--- src/rtl/imem_loader_if.sv ---
// Byte-stream and imem write-port bundle for the program loader.
// The master modport is the byte source / imem side; the slave modport is the loader.
interface imem_loader_if #(
    parameter int ADDR_W = 12,
    parameter int DATA_W = 32
);
    logic [7:0]        in_byte;
    logic              in_valid;
    logic              in_ready;
    logic [ADDR_W-1:0] imem_addr;
    logic [DATA_W-1:0] imem_data;
    logic              imem_wren;

    modport master (
        output in_byte, in_valid,
        input  in_ready, imem_addr, imem_data, imem_wren
    );

    modport slave (
        input  in_byte, in_valid,
        output in_ready, imem_addr, imem_data, imem_wren
    );
endinterface

--- src/rtl/imem_loader.sv ---
// Byte-serial program loader: packs a big-endian byte stream into imem words and holds
// the processor in reset until the load is complete. Optional feature: IMEM_CHECKSUM_EN.
module imem_loader #(
    parameter int ADDR_W = 12,
    parameter int DATA_W = 32
) (
    input  logic            clock,
    input  logic            reset,
    input  logic            start,
    input  logic [ADDR_W:0] num_words,
    imem_loader_if.slave    bus,
    output logic            proc_reset,
    output logic            done,
    output logic            error
);
    localparam logic [ADDR_W:0] DEPTH = {1'b1, {ADDR_W{1'b0}}};
    localparam logic [ADDR_W:0] ONE   = {{ADDR_W{1'b0}}, 1'b1};
    localparam logic [ADDR_W:0] ZERO  = {(ADDR_W+1){1'b0}};

`ifdef IMEM_CHECKSUM_EN
    typedef enum logic [1:0] {ST_IDLE = 2'd0, ST_LOAD = 2'd1, ST_CHECK = 2'd2, ST_RUN = 2'd3} state_t;
`else
    typedef enum logic [1:0] {ST_IDLE = 2'd0, ST_LOAD = 2'd1, ST_RUN = 2'd3} state_t;
`endif

    state_t            state_r;
    logic [ADDR_W:0]   num_words_r;
    logic [ADDR_W:0]   word_idx_r;
    logic [1:0]        byte_cnt_r;
    logic [23:0]       word_r;
    logic              last_r;
    logic              in_ready_r;
    logic              imem_wren_r;
    logic [ADDR_W-1:0] imem_addr_r;
    logic [DATA_W-1:0] imem_data_r;
    logic              proc_reset_r;
    logic              done_r;
    logic              error_r;
`ifdef IMEM_CHECKSUM_EN
    logic [DATA_W-1:0] csum_acc_r;
`endif

    logic              accept_s;
    logic              start_ok_s;
    logic [DATA_W-1:0] packed_s;

    // in_ready_r is only ever set in LOAD/CHECK, so it alone qualifies a transfer
    assign accept_s   = bus.in_valid & in_ready_r;
    assign start_ok_s = start & ((state_r == ST_IDLE) | (state_r == ST_RUN));
    assign packed_s   = {word_r, bus.in_byte};

    assign bus.in_ready  = in_ready_r;
    assign bus.imem_wren = imem_wren_r;
    assign bus.imem_addr = imem_addr_r;
    assign bus.imem_data = imem_data_r;
    assign proc_reset    = proc_reset_r;
    assign done          = done_r;
    assign error         = error_r;

    // Load sequencer: byte packing, imem write generation and processor hold control
    always_ff @(posedge clock or negedge reset) begin
        if (!reset) begin
            state_r      <= ST_IDLE;
            num_words_r  <= ZERO;
            word_idx_r   <= ZERO;
            byte_cnt_r   <= 2'd0;
            word_r       <= 24'd0;
            last_r       <= 1'b0;
            in_ready_r   <= 1'b0;
            imem_wren_r  <= 1'b0;
            imem_addr_r  <= {ADDR_W{1'b0}};
            imem_data_r  <= {DATA_W{1'b0}};
            proc_reset_r <= 1'b1;
            done_r       <= 1'b0;
            error_r      <= 1'b0;
`ifdef IMEM_CHECKSUM_EN
            csum_acc_r   <= {DATA_W{1'b0}};
`endif
        end else begin
            imem_wren_r <= 1'b0;
            if (start_ok_s) begin
                num_words_r <= num_words;
                word_idx_r  <= ZERO;
                byte_cnt_r  <= 2'd0;
                word_r      <= 24'd0;
                last_r      <= 1'b0;
`ifdef IMEM_CHECKSUM_EN
                csum_acc_r  <= {DATA_W{1'b0}};
`endif
                if (num_words == ZERO) begin
                    state_r      <= ST_RUN;
                    in_ready_r   <= 1'b0;
                    proc_reset_r <= 1'b0;
                    done_r       <= 1'b1;
                    error_r      <= 1'b0;
                end else if (num_words > DEPTH) begin
                    state_r      <= ST_IDLE;
                    in_ready_r   <= 1'b0;
                    proc_reset_r <= 1'b1;
                    done_r       <= 1'b0;
                    error_r      <= 1'b1;
                end else begin
                    state_r      <= ST_LOAD;
                    in_ready_r   <= 1'b1;
                    proc_reset_r <= 1'b1;
                    done_r       <= 1'b0;
                    error_r      <= 1'b0;
                end
            end else begin
                case (state_r)
                    ST_IDLE: begin
                        in_ready_r   <= 1'b0;
                        proc_reset_r <= 1'b1;
                        done_r       <= 1'b0;
                    end
                    ST_LOAD: begin
                        // last_r marks the cycle the final imem write is on the port
                        if (last_r) begin
                            last_r <= 1'b0;
`ifdef IMEM_CHECKSUM_EN
                            state_r    <= ST_CHECK;
                            in_ready_r <= 1'b1;
`else
                            state_r      <= ST_RUN;
                            proc_reset_r <= 1'b0;
                            done_r       <= 1'b1;
`endif
                        end else if (accept_s) begin
                            if (byte_cnt_r == 2'd3) begin
                                imem_wren_r <= 1'b1;
                                imem_addr_r <= word_idx_r[ADDR_W-1:0];
                                imem_data_r <= packed_s;
                                word_idx_r  <= word_idx_r + ONE;
                                byte_cnt_r  <= 2'd0;
`ifdef IMEM_CHECKSUM_EN
                                csum_acc_r  <= csum_acc_r + packed_s;
`endif
                                if ((word_idx_r + ONE) == num_words_r) begin
                                    last_r     <= 1'b1;
                                    in_ready_r <= 1'b0;
                                end else begin
                                    last_r     <= 1'b0;
                                end
                            end else begin
                                word_r     <= packed_s[23:0];
                                byte_cnt_r <= byte_cnt_r + 2'd1;
                            end
                        end else begin
                            in_ready_r <= 1'b1;
                        end
                    end
`ifdef IMEM_CHECKSUM_EN
                    ST_CHECK: begin
                        if (accept_s) begin
                            if (byte_cnt_r == 2'd3) begin
                                byte_cnt_r <= 2'd0;
                                in_ready_r <= 1'b0;
                                if (packed_s == csum_acc_r) begin
                                    state_r      <= ST_RUN;
                                    proc_reset_r <= 1'b0;
                                    done_r       <= 1'b1;
                                end else begin
                                    state_r      <= ST_IDLE;
                                    proc_reset_r <= 1'b1;
                                    error_r      <= 1'b1;
                                end
                            end else begin
                                word_r     <= packed_s[23:0];
                                byte_cnt_r <= byte_cnt_r + 2'd1;
                            end
                        end else begin
                            in_ready_r <= 1'b1;
                        end
                    end
`endif
                    ST_RUN: begin
                        in_ready_r   <= 1'b0;
                        proc_reset_r <= 1'b0;
                        done_r       <= 1'b1;
                    end
                    default: begin
                        state_r      <= ST_IDLE;
                        in_ready_r   <= 1'b0;
                        proc_reset_r <= 1'b1;
                        done_r       <= 1'b0;
                    end
                endcase
            end
        end
    end
endmodule

--- src/flat_wrapper.sv ---
// flat-port wrapper written by rule: the top's interface ports become plain ports
module imem_loader_flat 
#(
    parameter int ADDR_W = 12,
    parameter int DATA_W = 32
)
  (clock, reset, start, num_words, proc_reset, done, error, bus_in_byte, bus_in_valid, bus_in_ready, bus_imem_addr, bus_imem_data, bus_imem_wren);
  imem_loader_if #(.ADDR_W(ADDR_W), .DATA_W(DATA_W)) bus_i ();
  input  logic clock;
  input  logic reset;
  input  logic start;
  input  logic [ADDR_W:0] num_words;
  output logic proc_reset;
  output logic done;
  output logic error;
  input wire logic [$bits(bus_i.in_byte)-1:0] bus_in_byte;
  input wire logic [$bits(bus_i.in_valid)-1:0] bus_in_valid;
  output wire logic [$bits(bus_i.in_ready)-1:0] bus_in_ready;
  output wire logic [$bits(bus_i.imem_addr)-1:0] bus_imem_addr;
  output wire logic [$bits(bus_i.imem_data)-1:0] bus_imem_data;
  output wire logic [$bits(bus_i.imem_wren)-1:0] bus_imem_wren;
  assign bus_i.in_byte = bus_in_byte;
  assign bus_i.in_valid = bus_in_valid;
  assign bus_in_ready = bus_i.in_ready;
  assign bus_imem_addr = bus_i.imem_addr;
  assign bus_imem_data = bus_i.imem_data;
  assign bus_imem_wren = bus_i.imem_wren;
  imem_loader #(.ADDR_W(ADDR_W), .DATA_W(DATA_W)) u_core (.clock(clock), .reset(reset), .start(start), .num_words(num_words), .bus(bus_i), .proc_reset(proc_reset), .done(done), .error(error));
endmodule
--- config.mk ---
export PLATFORM = sky130hd
export DESIGN_NAME = imem_loader_flat
export DESIGN_NICKNAME = d
export VERILOG_FILES = /design/src/rtl/imem_loader_if.sv /design/src/rtl/imem_loader.sv /design/src/flat_wrapper.sv
export SDC_FILE = /design/constraint.sdc
export NUM_CORES = 1
export LEC_CHECK = 0
export CAP_MARGIN = 20
export CORE_MARGIN = 3
export CORE_UTILIZATION = 30
export CTS_BUF_LIST = sky130_fd_sc_hd__clkbuf_16
export CTS_CLUSTER_SIZE = 20
export DETAILED_ROUTE_END_ITERATION = 8
export PLACE_DENSITY = 0.54
export SLEW_MARGIN = 20
export SYNTH_ARGS = -nofsm -noshare
export SYNTH_HDL_FRONTEND = slang
export SYNTH_SLANG_ARGS = --single-unit
--- constraint.sdc ---
create_clock -name clock -period 4.5 [get_ports clock]
set_input_delay 0.9 -clock clock [delete_from_list [all_inputs] [get_ports clock]]
set_output_delay 0.9 -clock clock [all_outputs]
set_load 0.05 [all_outputs]
==> results_dict.tcl, run 1 <==
set metrics [dict create \
    layout_commonest_cell "nand2_1" \
    grt_max_degree 57 \
    crit_buf_inv 2 \
    ir_drop_v 0.000466 \
    yosys.area.top_type "dfrtp_1" \
    synth_top_family_by_area "simple AND/OR/NAND/NOR gates" \
    hpwlAfterDp_um 7260 \
    synth_xor_area_share_pct 4.85 \
    postCtsHoldBufs 0 \
    place.gp.congestion 0.763 \
    power_density_nw_per_um2 442 \
    synth_edf_count 0 \
    syn_nets 460 \
    drv_cap 0 \
    synth.area.mux_share_pct 13.5 \
    crit_path_start_kind "primary input" \
    status "finished clean" \
    fp.coreArea_um2 15500 \
    htreeDepth 3 \
    wire_per_inst_um 14.7 \
    finalCriticalPeriod_ns 3.13 \
    synth_cell_types 48 \
    routed_wl_um 10400 \
    worstPathMaxFanout 28 \
    min_period_over_period_pct 69.6 \
    die_area_um2 17800 \
    ys_async_sr_fraction_pct 100 \
    max_freq_mhz 319 \
    hold_ws_ns 0.482 \
    insertedDiodeCount 0 \
    slew_viol_final 0 \
    grt_pass1_wl_um 17500 \
    finalSetupTns_ns 0 \
    worst_slew_pin_slew_ns 0.887 \
    grt_use_total_pct 12.2 \
    netlist_area_um2 4870 \
    drt_iter0_drc 139 \
    firstDrtPassIters 4 \
    port_buffers 73 \
    clk_pin_slew_ns 0.08 \
    start_util_pct 31.3 \
    required_ns 4.74 \
    cp_slowest_cell "or3b_1" \
    yosysWarnings 0 \
    cp_top_family "simple AND/OR/NAND/NOR gates" \
    synth-simple-area-share_pct 16.4 \
    overflow 0 \
    area_delta_synth_final_pct 24.2 \
    layout.nets 524 \
    cp.arrival_ns 3.37 \
    drive_above_1_share_pct 15.6 \
    row_count 45 \
    finalSetupViolations 0 \
    ys_seq_elements 104 \
    grt_antenna_before_repair 0 \
    pin_count 74 \
    ant_nets 0 \
    syn_area_per_cell_um2 11.3 \
    rsz0062_at_grt "false" \
    hp-class "primary input to asynchronous set/reset pin" \
    cts_root_buf "clkbuf_16" \
    synth_ff_type "dfrtp_1" \
    leakage_nw 2.67 \
    synth.area.top_cells "dfrtp_1 53%, mux2_4 12%, nand2_1 8.0%" \
    yosys.area.top_type_share_pct 52.9 \
    post_cts.resized_instances 0 \
    worstSetupEndpointType "flip-flop" \
    path_class "primary input to flip-flop" \
    route.detailed.drc 0 \
    yosysSeqAreaShare_pct 53.5 \
    cts_num_sinks 104 \
    slew_headroom_pct 40.8 \
    hold_viol_final 0 \
    cts_tree "yes" \
    via_count 3266 \
    path_cells "clkdlybuf4s50_1, nand3_1, or3b_1, nor2_8, buf_12, mux2_2" \
    vias_per_cell 4.60 \
    die_h_um 133 \
    synth-compound-area-share_pct 6.47 \
    cts_setup_buffers 0 \
    synth_cells 430 \
    numCtsBuffers 9 \
    final_cell_mix "104 x nand2_1, 103 x dfrtp_1, 72 x clkdlybuf4s50_1" \
    max_stage_delay_ns 0.66 \
    synth_fa_ha_area_share_pct 1.28 \
    die_w_um 133 \
    clk_path_buf_depth 2 \
    clk_latency_ns 0.35 \
    grt_pass1_vias 3353 \
    skew_ns 0.00941 \
]
cells by family after synthesis:
family          count (synthesis)
simple gates                  165
flops                         104
compound gates                 55
mux                            46
buf+inv                        28
xor+xnor                       27
fa+ha+maj                       5
power by group:
| group | internal, W | switching (W) | total [W] |
|---|---|---|---|
| combinational | 0.000249 | 0.000435 | 0.000684 |
| clock | 0.000449 | 0.000379 | 0.000828 |
| sequential | 0.00106 | 0.000104 | 0.00116 |
| total | 0.00176 | 0.000917 | 0.00267 |
layer usage:
| layer | track usage, % | up-vias | part of all wire (%) |
|---|---|---|---|
| met4 | 2.74 | 0 | 0.80 |
| met1 | 16.9 | 1592 | 50 |
| met3 | 3.25 | 9 | 4.7 |
| met2 | 19.2 | 86 | 45 |
| li1 | - | 1579 | - |
| met5 | 0 | - | 0 |
sequential cells by signal (all words and copies together) (netlist names):
name / cells
u_core.byte_cnt_r: 2
u_core.bus.imem_data: 32
u_core.done: 1
u_core.bus.in_ready: 1
u_core.state_r: 2
u_core.num_words_r: 13
u_core.bus.imem_addr: 12
u_core.bus.imem_wren: 1
u_core.last_r: 1
u_core.error: 1
u_core.word_idx_r: 13
u_core.word_r: 24
u_core.proc_reset: 1
synthesized netlist by cell type, types with 2 or more instances:
cell type and instances:
nor3b_1 4, buf_6 2, nor3_1 7, or4_4 3
clkbuf_1 9, and3_1 2, nand2_1 104, o22ai_1 3
o21ai_0 8, a21oi_1 31, nor2b_1 2, buf_1 3
or3b_1 2, mux2_4 38, buf_12 4, xnor2_1 16
o31ai_1 2, o311a_1 2, buf_2 5, a31oi_1 3
dfrtp_1 103, or3_1 2, xor2_1 11, nor2_1 17
inv_1 3, ha_1 5, mux2_2 7, nand4_1 2
nand3_1 11
metrics by stage:
step	cells	util [%]	setup slack [ns]	area (um^2)	total power, W
2_1_floorplan	430	-	2.11	4870	0.00166
3_3_place_gp	694	36.9	1.02	5730	0.00185
3_5_place_dp	694	36.9	1.01	5730	0.00187
4_1_cts	710	38.9	1.37	6050	0.00271
5_1_grt	710	38.9	1.25	6050	0.00285
6_report	710	38.9	1.37	6050	0.00267
area by class of cell:
| type | instances | area [um^2] |
|---|---|---|
| clock buffer | 9 | 225 |
| clock inverter | 7 | 92.6 |
| tap | 211 | 264 |
| fill | 1558 | 9490 |
| sequential | 104 | 2600 |
| inverter | 3 | 11.3 |
| multi-input combinational | 298 | 2080 |
| timing repair buffer | 78 | 778 |
final timing paths:
kind | slack (ns) | endpoint | start | depth (start not counted)
min | 0.48 | u_core.bus.imem_data[3] | reset | 1
min reg2reg | 0.50 | u_core.num_words_r[8] | u_core.num_words_r[8] | 2
max reg2reg | 1.66 | u_core.bus.imem_data[0] | u_core.state_r[1] | 7
min in group clock | 0.50 | u_core.num_words_r[8] | u_core.num_words_r[8] | 2
max | 1.37 | u_core.bus.imem_data[0] | bus_in_valid | 6
max in group asynchronous | 3.13 | u_core.proc_reset | reset | 2
worst reg2reg max path, stage by stage, from the launching register on:
cell and delay [ns]:
dfrtp_1 0.42, inv_1 0.09, ha_1 0.23, nand3_1 0.20
or3b_1 0.66, nor2_8 0.47, buf_12 0.30, mux2_2 0.36
Note: power is estimated with default switching activity, not from simulation.
==> run 2: changes to the inputs <==
--- a/config.mk
+++ b/config.mk
@@ -11,7 +11,7 @@
 export CTS_BUF_LIST = sky130_fd_sc_hd__clkbuf_16
 export CTS_CLUSTER_SIZE = 20
 export DETAILED_ROUTE_END_ITERATION = 8
-export PLACE_DENSITY = 0.54
+export PLACE_DENSITY = 0.56
 export SLEW_MARGIN = 20
 export SYNTH_ARGS = -nofsm -noshare
 export SYNTH_HDL_FRONTEND = slang
==> constraint.sdc (replaced) <==
create_clock -name clock -period 2.7 [get_ports clock]
set_input_delay 0.54 -clock clock [delete_from_list [all_inputs] [get_ports clock]]
set_output_delay 0.54 -clock clock [all_outputs]
set_load 0.05 [all_outputs]
==> run 2 against run 1 <==
Against the previous run: cell count grew 1.4%; global-route usage rose by 0.42 points; total power increased by 64%; die area unchanged; largest power group unchanged; critical path depth increased by 3; largest cell class unchanged.
==> results_dict.tcl, run 2 (same netlist as run 1, synthesis figures left out) <==
set metrics [dict create \
    status "finished clean" \
    via_count 3347 \
    hpwlAfterDp_um 7460 \
    grt_max_degree 54 \
    area_delta_synth_final_pct 25.7 \
    finalSetupViolations 0 \
    firstDrtPassIters 4 \
    insertedDiodeCount 0 \
    row_count 45 \
    place.gp.congestion 0.771 \
    slew_viol_final 0 \
    min_period_over_period_pct 83.8 \
    finalCriticalPeriod_ns 2.26 \
    worstSetupEndpointType "flip-flop" \
    drv_cap 0 \
    final_cells 720 \
    clkPwrFrac_pct 29.4 \
    die_area_um2 17800 \
    cp.arrival_ns 2.54 \
    max_freq_mhz 442 \
    final_cell_mix "104 x nand2_1, 103 x dfrtp_1, 72 x clkdlybuf4s50_1" \
    fp.coreArea_um2 15500 \
    start_util_pct 31.3 \
    largest_register_ff_count 32 \
    grt_pass1_wl_um 18100 \
    grt_antenna_before_repair 0 \
    drive_above_1_share_pct 17.3 \
    clk_path_buf_depth 2 \
    worst_slew_pin_slew_ns 0.693 \
    layout_commonest_cell "nand2_1" \
    cts_setup_buffers 0 \
    post-place-ws_ns 0.157 \
    hold_ws_ns 0.221 \
    wire_per_inst_um 14.8 \
    path_class "flip-flop to flip-flop" \
    htreeDepth 3 \
    required_ns 2.98 \
    slew_headroom_pct 53.8 \
    cts_tree "yes" \
    combPwrFrac_pct 26.4 \
    route.detailed.drc 0 \
    numCtsBuffers 9 \
    die_w_um 133 \
    drt_iter0_drc 240 \
    postCtsHoldBufs 0 \
    power_density_nw_per_um2 715 \
    skew_ns 0.00691 \
    leakage_nw 2.71 \
    cts_num_sinks 104 \
    layout.nets 534 \
    port_buffers 73 \
    fill_cells 1525 \
    post_cts.resized_instances 0 \
    final.setup.worst_slack_ns 0.437 \
    pin_count 74 \
    ir_drop_v 0.000554 \
    routed_wl_um 10700 \
    crit_path_start_kind "flip-flop" \
    rsz0062_at_grt "false" \
    internal_power_w 0.00285 \
    die_h_um 133 \
    worstPathMaxFanout 8 \
    clk_pin_slew_ns 0.07 \
    ant_nets 0 \
    clk_latency_ns 0.36 \
    cts_root_buf "clkbuf_16" \
    hp-class "primary input to asynchronous set/reset pin" \
    power.share.sequential_pct 44.1 \
    grt_pass1_vias 3496 \
    overflow 0 \
    dp.cells 704 \
    p_sw_share_pct 35.0 \
    power_switching_w 0.00153 \
    hold_viol_final 0 \
    finalSetupTns_ns 0 \
    vias_per_cell 4.65 \
    grt_use_total_pct 12.6 \
]
-- run 2: final cells by class --
class	instances	area [um^2]	area share [%]
Sequential cell	104	2600	42.5
Clock buffer	9	225	3.68
Inverter	3	11.3	0.184
Tap cell	211	264	4.31
Clock inverter	7	65.1	1.06
Timing Repair Buffer	88	878	14.3
Multi-Input combinational cell	298	2080	33.9
-- run 2: through the flow --
stage | total power, W | instance area (um^2) | util (%)
detailed placement | 0.00314 | 5830 | 37.5
finish | 0.00438 | 6120 | 39.4
floorplan | 0.00276 | 4870 | -
global placement | 0.00310 | 5830 | 37.5
CTS | 0.00444 | 6120 | 39.4
global route | 0.00467 | 6120 | 39.4
-- run 2: final timing paths --
path,start,endpoint,slack (ns),cells after the start
min,reset,u_core.bus.imem_data[5],0.22,1
min in group clock,u_core.num_words_r[1],u_core.num_words_r[1],0.50,2
min reg2reg,u_core.num_words_r[1],u_core.num_words_r[1],0.50,2
max,u_core.state_r[1],u_core.word_idx_r[8],0.44,9
max reg2reg,u_core.state_r[1],u_core.word_idx_r[8],0.44,9
max in group asynchronous,reset,u_core.word_idx_r[10],1.76,2
-- run 2: power groups by stage --
stage | clock [W] | sequential, W | combinational, W
after floorplan | 0 | 0.00203 | 0.000736
after global placement | 0 | 0.00196 | 0.00114
after detailed placement | 0 | 0.00197 | 0.00117
after CTS | 0.00133 | 0.00194 | 0.00118
after global routing | 0.00139 | 0.00196 | 0.00132
final | 0.00129 | 0.00193 | 0.00116
-- run 2: layer usage --
| layer | up-vias | wire length, um | GRT usage [%] |
|---|---|---|---|
| met4 | 0 | 159 | 4.06 |
| met3 | 13 | 530 | 3.55 |
| li1 | 1612 | - | - |
| met1 | 1636 | 5090 | 16.6 |
| met5 | - | 0 | 0 |
| met2 | 86 | 4890 | 20.1 |
-- run 2: worst max-delay path, stage by stage, from the launching register on --
cell and delay (ns):
dfrtp_1 0.42, inv_1 0.09, ha_1 0.24, nand3_1 0.13, or3b_1 0.46, buf_4 0.22
nor3_1 0.24, nand2_1 0.10, xor2_1 0.16, nor2_1 0.12
